<file path="src/rtl/multi_debouncer.sv">
// N-channel button/switch debouncer: per-channel synchroniser, saturating
// integrator with hysteresis, press/release pulses and optional auto-repeat.

module multi_debouncer_ch #(
  parameter int CNT_W       = 20,
  parameter int THRESH      = 100000,
  parameter int SYNC_STAGES = 2,
  parameter int RPT_W       = 27,
  parameter int REPEAT_DLY  = 0,
  parameter int REPEAT_PER  = 10000000
) (
  input  logic clk_i,
  input  logic rst_i,
  input  logic btn_i,
  output logic level_o,
  output logic press_o,
  output logic release_o,
  output logic rpt_o
);

  typedef enum logic {LOW, HIGH} state_e;

  localparam logic [CNT_W-1:0] THR = CNT_W'(THRESH);

  logic [SYNC_STAGES-1:0] sync_q;
  logic                   s;
  logic [CNT_W-1:0]       cnt_q, cnt_d;
  state_e                 state_q, state_d;
  logic                   press_q, press_d;
  logic                   release_q, release_d;

  assign s = sync_q[SYNC_STAGES-1];

  always_ff @(posedge clk_i or posedge rst_i) begin
    if (rst_i) begin
      sync_q    <= '0;
      cnt_q     <= '0;
      state_q   <= LOW;
      press_q   <= 1'b0;
      release_q <= 1'b0;
    end else begin
      sync_q    <= {sync_q[SYNC_STAGES-2:0], btn_i};
      cnt_q     <= cnt_d;
      state_q   <= state_d;
      press_q   <= press_d;
      release_q <= release_d;
    end
  end

  // Saturating integrator: counts toward the synchronised input, never wraps.
  always_comb begin
    cnt_d = cnt_q;
    if (s && (cnt_q < THR))
      cnt_d = cnt_q + CNT_W'(1);
    else if (!s && (cnt_q != '0))
      cnt_d = cnt_q - CNT_W'(1);
  end

  // Level only moves at the rails, so chatter in between is ignored.
  always_comb begin
    state_d   = state_q;
    press_d   = 1'b0;
    release_d = 1'b0;
    case (state_q)
      LOW: if (cnt_d == THR) begin
        state_d = HIGH;
        press_d = 1'b1;
      end
      HIGH: if (cnt_d == '0) begin
        state_d   = LOW;
        release_d = 1'b1;
      end
      default: state_d = LOW;
    endcase
  end

  assign level_o   = (state_q == HIGH);
  assign press_o   = press_q;
  assign release_o = release_q;

  if (REPEAT_DLY > 0) begin : g_rpt
    localparam logic [RPT_W-1:0] DLY_M1 = RPT_W'(REPEAT_DLY - 1);
    localparam logic [RPT_W-1:0] PER_M1 = RPT_W'(REPEAT_PER - 1);

    logic [RPT_W-1:0] rcnt_q, rcnt_d;
    logic             first_q, first_d;
    logic             rpt_q, rpt_d;

    always_ff @(posedge clk_i or posedge rst_i) begin
      if (rst_i) begin
        rcnt_q  <= '0;
        first_q <= 1'b1;
        rpt_q   <= 1'b0;
      end else begin
        rcnt_q  <= rcnt_d;
        first_q <= first_d;
        rpt_q   <= rpt_d;
      end
    end

    // Counter restarts at every rpt, so the period never accumulates drift.
    always_comb begin
      rcnt_d  = rcnt_q + RPT_W'(1);
      first_d = first_q;
      rpt_d   = 1'b0;
      if ((state_d != HIGH) || press_d) begin
        rcnt_d  = '0;
        first_d = 1'b1;
      end else if (rcnt_q == (first_q ? DLY_M1 : PER_M1)) begin
        rpt_d   = 1'b1;
        rcnt_d  = '0;
        first_d = 1'b0;
      end
    end

    assign rpt_o = rpt_q;
  end else begin : g_norpt
    assign rpt_o = 1'b0;
  end

endmodule

module multi_debouncer #(
  parameter int NCH         = 4,
  parameter int CNT_W       = 20,
  parameter int THRESH      = 100000,
  parameter int SYNC_STAGES = 2,
  parameter int RPT_W       = 27,
  parameter int REPEAT_DLY  = 0,
  parameter int REPEAT_PER  = 10000000
) (
  input  logic           clk_i,
  input  logic           rst_i,
  input  logic [NCH-1:0] btn_i,
  output logic [NCH-1:0] level_o,
  output logic [NCH-1:0] press_o,
  output logic [NCH-1:0] release_o,
  output logic [NCH-1:0] rpt_o
);

  for (genvar i = 0; i < NCH; i++) begin : g_ch
    multi_debouncer_ch #(
      .CNT_W      (CNT_W),
      .THRESH     (THRESH),
      .SYNC_STAGES(SYNC_STAGES),
      .RPT_W      (RPT_W),
      .REPEAT_DLY (REPEAT_DLY),
      .REPEAT_PER (REPEAT_PER)
    ) u_ch (
      .clk_i    (clk_i),
      .rst_i    (rst_i),
      .btn_i    (btn_i[i]),
      .level_o  (level_o[i]),
      .press_o  (press_o[i]),
      .release_o(release_o[i]),
      .rpt_o    (rpt_o[i])
    );
  end

endmodule

</file>
<file path="config.mk">
export PLATFORM = sky130hd
export DESIGN_NAME = multi_debouncer
export DESIGN_NICKNAME = d
export VERILOG_FILES = /design/src/rtl/multi_debouncer.sv
export SDC_FILE = /design/constraint.sdc
export NUM_CORES = 1
export LEC_CHECK = 0
export BUFFER_PORTS_ARGS = -buffer_cell sky130_fd_sc_hd__buf_2
export CAP_MARGIN = 5
export CORE_MARGIN = 2
export CORE_UTILIZATION = 25
export CTS_BUF_LIST = sky130_fd_sc_hd__clkbuf_4
export DETAILED_ROUTE_END_ITERATION = 10
export SLEW_MARGIN = 20
export SYNTH_ARGS = -nofsm -noshare
export SYNTH_HDL_FRONTEND = slang
export SYNTH_SLANG_ARGS = --single-unit
</file>
<file path="constraint.sdc">
create_clock -name clk_i -period 4.15 [get_ports clk_i]
set_input_delay 0.2075 -clock clk_i [delete_from_list [all_inputs] [get_ports clk_i]]
set_output_delay 0.2075 -clock clk_i [all_outputs]
set_load 0.05 [all_outputs]
</file>
==> After elaboration in Yosys (flattened, before gate mapping) <==
Cells that the tools add are included.
{ "op_classes": {"eq_ne": 4, "n_mux": 32, "bitwise_logic": 4, "n_addsub": 8, "magnitude_cmp": 4, "reduce_logical": 20} }
{ "ops": {"columns": ["op", "n"], "rows": [
  ["$mux 20", 8],
  ["$add 20x1->20 const B", 4],
  ["$eq 20x17->1 const B", 4],
  ["$logic_not 20->1", 4],
  ["$lt 20x17->1 const B", 4],
  ["$reduce_bool 20->1", 4],
  ["$sub 20x1->20 const B", 4],
  ["$mux 1", 20],
  ["$logic_and 1x1->1", 8],
  ["$pmux 1 s2", 4],
  ["$logic_not 1->1", 4],
  ["$not 1->1", 4]
]} }
{ "word_totals": {"in_bits": 6, "elab_cells": 92, "register_bits": 100} }

==> Logic depth before layout (Yosys ltp) <==
Gate-level depths: netlist (run 1).
{ "logic_depth": {"word_depth": 7, "depth_mapped": 12} }

==> By module <==
Synthesis (run 1) repeated with hierarchy kept, for this count alone.
{ "hier_totals": {"hier_cells": 860, "hier_area_um2": 7231.9} }
{ "modules_own_cells": {"columns": ["mod", "seq_area_each_um2", "area_per_inst_um2", "n_inst", "cells_per_inst"], "rows": [
  ["multi_debouncer_ch", 625.6, 1808.0, 4, 215]
]} }

==> Worst setup path before layout (run 1) <==
Ideal clock, no wire load.
{ "synth_path": {"path_kind": "register -> register", "from": "reg g_ch[3].u_ch.cnt_q[4]", "to": "reg g_ch[3].u_ch.release_q", "n_path_buf": 1, "arrival_ns": 3.202, "path_slack_ns": 0.882, "synth_period_minus_slack_ns": 3.268, "path_stages_with_launch": 10, "cell_sequence": "dfrtp_1 clkbuf_1 nor3_1 nand4_1 or4_1 xnor2_1 or4_1 or4b_4 and4bb_1 and2_1"} }
{ "synth_between": {"elab_chain_cells": 7, "elab_cells_between_ends": 11} }
{ "synth_rtl": {"columns": ["element", "line", "source"], "rows": [
  ["start: declaration", "27", "logic [CNT_W-1:0] cnt_q, cnt_d;"],
  ["start signal: assignment", "43", "cnt_q <= cnt_d;"],
  ["parallel branches: the longest is 3 deep, another holds $sub 20x1->20", null, null],
  ["$mux 20 (*)", "53", "if (s && (cnt_q < THR))"],
  ["named net g_ch[3].u_ch.cnt_d[19]", "27", null],
  ["$logic_not 20->1 (*)", "69", "HIGH: if (cnt_d == '0) begin"],
  ["$mux 1 (*)", "69", null],
  ["$mux 1 (*)", "64", "case (state_q)"],
  ["named net g_ch[3].u_ch.release_d", "30", "logic release_q, release_d;"],
  ["end signal: assignment", "46", "release_q <= release_d;"],
  ["end: declaration", "30", null]
]} }
Mark *: on every way through the listed nets, which the timed path passes.

==> Worst setup path after layout (run 1) <==
{ "layout_path": {"from": "reg g_ch[3].u_ch.cnt_q[5]", "to": "reg g_ch[3].u_ch.state_q"} }
{ "layout_between": {"elab_chain_cells": 7, "elab_cells_between_ends": 13} }
{ "layout_rtl": {"columns": ["element", "line", "source"], "rows": [
  ["parallel branches: the longest is 3 deep, another holds $sub 20x1->20", null, null],
  ["$mux 20 (*)", "53", null],
  ["named net g_ch[3].u_ch.cnt_d[19]", "27", null],
  ["$eq 20x17->1 or $logic_not 20->1 (tied branches)", "65, 69", null],
  ["$mux 1, on equally long branches", "65, 69", null],
  ["$pmux 1 s2 (*)", "64", null],
  ["named net g_ch[3].u_ch.state_d", "28", "state_e state_q, state_d;"],
  ["end signal: assignment", "44", "state_q <= state_d;"],
  ["end: declaration", "28", null]
]} }
Marks and branches as above.

==> results of run 1 <==
-- cell type report --
type	count	share of cell area, %
clock inverters	6	0.8402
inverters	32	1.680
flip-flops and latches	100	34.29
diodes	1	0.03429
clock buffers	10	1.029
multi-input cells	584	53.81
well taps	341	5.847
repair buffers	28	2.469
-- state kept, by name, indices dropped and copies added (netlist names) --
register	cells
g_ch.u_ch.sync_q	8
g_ch.u_ch.cnt_q	80
g_ch.u_ch.level_o	4
g_ch.u_ch.press_o	4
g_ch.u_ch.release_o	4
-- routing by layer --
metal	track usage (%)	routed length, um
met5	0	0
met4	3.561	343
met3	2.502	760
met2	18.25	7313
met1	15.52	7768
-- logic make-up after synthesis --
group                    count (synthesis)
AO/OA/AOI/OAI                          165
XOR/XNOR                                42
adder cells (fa/ha/maj)                 12
buffers and inverters                   76
flip-flops                             100
multiplexers                             3
other                                    1
AND/OR/NAND/NOR                        358
-- where the power goes --
part	leakage [nW]	internal, mW	total, mW	switching [mW]
Sequential	1.26	1.31	1.96	0.649
Combinational	1.45	0.769	1.85	1.08
Clock	0.0786	0.192	0.538	0.346
Total	2.79	2.27	4.34	2.07
-- stage by stage --
stage | hold slack (ns) | util [%] | total power, mW | cell area [um^2] | cells
2_1_floorplan | 0.2389 | - | 3.322 | 6798 | 760
3_3_place_gp | 0.3200 | 26.52 | 3.773 | 7108 | 1080
3_5_place_dp | 0.3227 | 26.52 | 3.789 | 7108 | 1080
4_1_cts | 0.3270 | 27.22 | 4.347 | 7295 | 1101
5_1_grt | 0.3138 | 27.23 | 4.701 | 7297 | 1102
6_report | 0.3657 | 27.23 | 4.344 | 7297 | 1102
-- worst max-delay path, cell delays in order, from the launching register on --
cell and delay [ns]:
dfrtp_1 0.49, nor3_1 0.54, nand4_1 0.38, or4_1 0.57, xnor2_1 0.16, or4_1 0.51, or4b_4 0.51, nor4_4 0.25
o21bai_1 0.15
-- timing repair --
item	4_1_cts	5_1_grt
buffers inserted	0	0
endpoints found under the hold margin	62	0
hold buffers	5	0
-- final timing paths --
| kind | start | endpoint | slack, ns |
|---|---|---|---|
| setup / recovery | g_ch[3].u_ch.cnt_q[5]$_DFF_PP0_ | g_ch[3].u_ch.level_o$_DFF_PP0_ | 0.54 |
| hold / removal | btn_i[2] | g_ch[2].u_ch.sync_q[0]$_DFF_PP0_ | 0.37 |
| setup reg to reg | g_ch[3].u_ch.cnt_q[5]$_DFF_PP0_ | g_ch[3].u_ch.level_o$_DFF_PP0_ | 0.54 |
| hold reg to reg | g_ch[3].u_ch.sync_q[0]$_DFF_PP0_ | g_ch[3].u_ch.sync_q[1]$_DFF_PP0_ | 0.37 |
| max in group asynchronous | rst_i | g_ch[0].u_ch.cnt_q[2]$_DFF_PP0_ | 2.71 |
| min in group asynchronous | rst_i | g_ch[1].u_ch.cnt_q[7]$_DFF_PP0_ | 0.40 |
-- cell usage in the layout, fill, tap and decap left out, types with 11 or more instances in the layout --
| cell type | Yosys | routed |
|---|---|---|
| a211oi_1 | 11 | 11 |
| a21oi_1 | 29 | 29 |
| and2_1 | 22 | 22 |
| and3_1 | 16 | 16 |
| and4_1 | 12 | 12 |
| buf_2 | 13 | 17 |
| dfrtp_1 | 100 | 100 |
| ha_1 | 12 | 12 |
| inv_1 | 32 | 31 |
| nand2_1 | 42 | 42 |
| nand3_1 | 25 | 25 |
| nand4_1 | 26 | 26 |
| nor2_1 | 56 | 56 |
| nor3_1 | 39 | 39 |
| nor4_1 | 31 | 31 |
| o21ai_0 | 24 | 24 |
| or3_1 | 26 | 26 |
| xnor2_1 | 34 | 34 |
==> results.toml, run 1 <==
[placement]
dpl.hpwl_mm = 12.04
place_congestion = 0.8554
port-buffer-count = 17
dp_slack_ns = 0.6187

[floorplanning]
rows = 60
die_y_um = 168.8
dieWidth_um = 168.8
die_area_mm2 = 0.02848
core_area_mm2 = 0.02680
initial_core_util_pct = 25.32
pin_count = 22

[sta]
skew_ns = 0.01735
timing.final.ws_setup_ns = 0.5374
fin_crit_ns = 3.613
hold_violations = 0
fin_tns_setup_ns = 0
fmax_mhz = 276.8
maxSlewHeadroom_pct = 39.83
setup_violations = 0
worst_pin_slew_ns = 0.8965
finalMaxSlewViolations = 0
fin_crit_sh_pct = 87.05
rsz0062_at_grt = "no"

[cts]
numClockSinks = 100
cts_buffer_depth = 2
cts_resized = 0
cts_root_buffer = "clkbuf_4"
cts_made_buffers = 9
clock_latency_ns = 0.47
htreeDepth = 3
path_clk_slew_ns = 0.16
tritoncts = "yes"

[grt]
grt_pass1_vias = 5379
overflow = 0
antenna_found_initial = 1
grt_use_total_pct = 11.45
grt_max_degree = 60
grt_first_pass_wirelength_mm = 26.99

[final_layout]
drive_above_1_share_pct = 9.079
seq_area_mm2 = 0.002502
multi_input_area_mm2 = 0.003926
syn_to_final_growth_pct = 7.522
fill_cells = 2855
nets = 773

[synth]
synthCells = 757
synth-async-reset-ratio_pct = 100.0
synth_ff_type = "dfrtp_1"
synth_top_family_by_area = "simple AND/OR/NAND/NOR gates"
synthMuxAreaShare_pct = 0.4609
synth.top_cell.area_share_pct = 36.87
netlist_area_mm2 = 0.006787
synth_xor_area_share_pct = 5.420
yosysMostFrequentCell = "dfrtp_1"
synth.avg_cell_area_um2 = 8.965
synthAdderAreaFrac_pct = 2.212
synth-simple-area-share_pct = 31.82
ys_ff_latch = 100
synth_area_leaders = "dfrtp_1 (37%), xnor2_1 (4.4%), nor2_1 (3.1%)"
ys_seq_area_share_pct = 36.87
synth_commonest_cells = "dfrtp_1 (100), nor2_1 (56), nand2_1 (42)"
yosys_warnings = 0
synth_compound_area_share_pct = 17.72
yosysTopAreaCell = "dfrtp_1"
synth_edf_count = 0
synth_cell_types = 82

[power]
ir_drop_v = 0.0002524
powerDensity_mw_per_mm2 = 595.3
p_leak_nw = 2.791

[route]
wirelength_mm = 16.19
route.detailed.drc = 0
wire_per_inst_um = 14.69
vias_per_cell = 5.310
drtAntennaViolNets = 0
drt_iter0_markers = 482
vias = 5852
drt_pass1_iterations = 5

[hold_path]
hp-class = "in -> reg"
worstHoldPathCells = 2

[outcome]
status = "finished clean"

[setup_path]
critical_path_class = "reg -> reg"
critPathMaxFanout = 8
cp-end-kind = "flop"
cp_data_arrival_time_ns = 4.02
required_ns = 4.55
startpoint_type = "flop"
rr_worst_depth = 8

[job]
maxCapViolCount = 0
(Power assumes the default switching activity.)
==> run 2: changes to the inputs <==
Settings changed: CORE_UTILIZATION 25 to 39, SLEW_MARGIN 20 to unset.
==> run 2 against run 1 <==
Cell area shrank 1.9%; count of clock-buffer cells in the layout shrank 1; final cell count shrank 10%; maximum frequency grew 2.9%; critical path type unchanged.
==> results.toml, run 2 (synthesis gave the netlist of run 1 again) <==
[floorplanning]
die_y_um = 135.9
die_area_mm2 = 0.01847
pin_count = 22
initial_core_util_pct = 39.51
rows = 48
dieWidth_um = 135.9
core_area_mm2 = 0.01718

[route]
vias = 5912
drt_iter0_markers = 516
vias_per_cell = 5.984
wirelength_mm = 16.27
drtAntennaViolNets = 0
wire_per_inst_um = 16.47
drt_pass1_iterations = 6
route.detailed.drc = 0

[sta]
fmax_mhz = 284.8
setup_violations = 0
finalMaxSlewViolations = 0
timing.final.ws_setup_ns = 0.6389
fin_crit_ns = 3.511
rsz0062_at_grt = "no"
fin_crit_sh_pct = 84.61
hold_violations = 0
worst_pin_slew_ns = 0.9414
skew_ns = 0.01794
maxSlewHeadroom_pct = 36.82
fin_tns_setup_ns = 0

[setup_path]
regToRegSetupSlack_ns = 0.64
crit_chain = "nor4_2 > nand4_1 > or4_1 > xnor2_1 > or4_1 > or4b_4 > and4bb_1 > and2_1"
crit_path_max_incr_delay_ns = 0.58
startpoint_type = "flop"
critPathMaxFanout = 5
cp_num_buf_inv = 0
critical_path_class = "reg -> reg"
cp_data_arrival_time_ns = 3.97
rr_worst_depth = 8
cp-end-kind = "flop"
cpMostUsedCell = "or4_1"
r2r_end = "g_ch[3].u_ch.release_o$_DFF_PP0_"
cp_top_family = "simple AND/OR/NAND/NOR gates"
required_ns = 4.60
slowest_stage = "or4_1"
rr_startpoint = "g_ch[3].u_ch.cnt_q[8]$_DFF_PP0_"

[hold_path]
worstHoldPathCells = 2
hp-class = "in -> reg"
min_from = "btn_i[1]"
whs_endpoint = "g_ch[1].u_ch.sync_q[0]$_DFF_PP0_"

[cts]
cts_made_buffers = 9
numClockSinks = 100
cts_root_buffer = "clkbuf_4"
htreeDepth = 3
clock_latency_ns = 0.50
cts_resized = 0
cts_buffer_depth = 2
tritoncts = "yes"
path_clk_slew_ns = 0.17
post_cts_buffers = 0
ctsHoldBuffers = 5

[power]
p_seq_share_pct = 44.9
ir_drop_v = 0.0001954
pwr-share-comb_pct = 43.3
sw_frac_of_total_pct = 48.74
p_clk_share_pct = 11.8
powerDensity_mw_per_mm2 = 608.8
intPower_mw = 2.235
p_leak_nw = 2.795
design_power_total_mw = 4.360
p_sw_mw = 2.125

[final_layout]
nets = 776
fill_cells = 1733
largest_reg_flops = 80
layout_common_cells = "dfrtp_1 (100), nor2_1 (56), nand2_1 (42)"
max_flop_register = "g_ch.u_ch.cnt_q"
final_common_cell = "dfrtp_1"
syn_to_final_growth_pct = 5.531
fin_area_mm2 = 0.007162
drive_above_1_share_pct = 9.449
reg_top3 = "g_ch.u_ch.cnt_q x80, g_ch.u_ch.sync_q x8"

[grt]
overflow = 0
grt_use_total_pct = 18.47
grt_pass1_vias = 5583
grt_first_pass_wirelength_mm = 27.39
antenna_found_initial = 1
grt_max_degree = 58

[job]
maxCapViolCount = 0

[placement]
place_area_mm2 = 0.006985
dp_slack_ns = 0.6859
port-buffer-count = 17
place_congestion = 0.8946
dpl.hpwl_mm = 12.05

[outcome]
status = "finished clean"
## run 2: worst max path at each step
| stage | start | endpoint | cells after the start |
|---|---|---|---|
| after floorplan | g_ch[3].u_ch.cnt_q[4]$_DFF_PP0_ | g_ch[3].u_ch.release_o$_DFF_PP0_ | 9 |
| final | g_ch[3].u_ch.cnt_q[8]$_DFF_PP0_ | g_ch[3].u_ch.release_o$_DFF_PP0_ | 8 |
| after global routing | g_ch[3].u_ch.cnt_q[7]$_DFF_PP0_ | g_ch[3].u_ch.release_o$_DFF_PP0_ | 8 |
| after global placement | g_ch[3].u_ch.cnt_q[8]$_DFF_PP0_ | g_ch[3].u_ch.release_o$_DFF_PP0_ | 8 |
| after CTS | g_ch[3].u_ch.cnt_q[8]$_DFF_PP0_ | g_ch[3].u_ch.release_o$_DFF_PP0_ | 8 |
| after detailed placement | g_ch[3].u_ch.cnt_q[8]$_DFF_PP0_ | g_ch[3].u_ch.release_o$_DFF_PP0_ | 8 |
## run 2: metal layers
layer  track usage [%]  vias up  share of wire [%]
met5                 0        -                  0
met4             6.134        0                2.0
met3             3.617       26                5.1
met2             29.94      193                 46
met1             24.79     2824                 47
li1                  -     2869                  -
## run 2: worst reg2reg max path, delay by kind of cell, from the launching register on
kind | cells | cell delay (ns)
xor gates and xnor gates | 1 | 0.16
DFF | 1 | 0.47
and+or+nand+nor | 7 | 2.83
## run 2: through the flow
stage | instances | util, % | hold WS [ns]
after floorplan | 760 | - | 0.2389
after global placement | 967 | 40.67 | 0.3157
after detailed placement | 967 | 40.67 | 0.3168
after CTS | 987 | 41.68 | 0.2990
after global routing | 988 | 41.70 | 0.3039
final | 988 | 41.70 | 0.3326
## run 2: power by group through the flow
stage          Combinational (mW)  Clock, mW  Sequential (mW)
2_1_floorplan                1.67          0             1.65
3_3_place_gp                 1.82          0             1.95
3_5_place_dp                 1.86          0             1.95
4_1_cts                      1.87      0.543             1.94
5_1_grt                      2.11      0.581             2.04
6_report                     1.89      0.515             1.96
## run 2: area by class of cell
| type | instances | area [um^2] | area share [%] |
|---|---|---|---|
| Clock buffer | 9 | 67.56 | 0.9434 |
| Clock inverter | 6 | 56.30 | 0.7862 |
| Antenna cell | 1 | 2.502 | 0.03494 |
| Timing Repair Buffer | 31 | 202.7 | 2.830 |
| Tap cell | 225 | 281.5 | 3.931 |
| Sequential cell | 100 | 2502 | 34.94 |
| Inverter | 32 | 122.6 | 1.712 |
| Multi-Input combinational cell | 584 | 3926 | 54.82 |
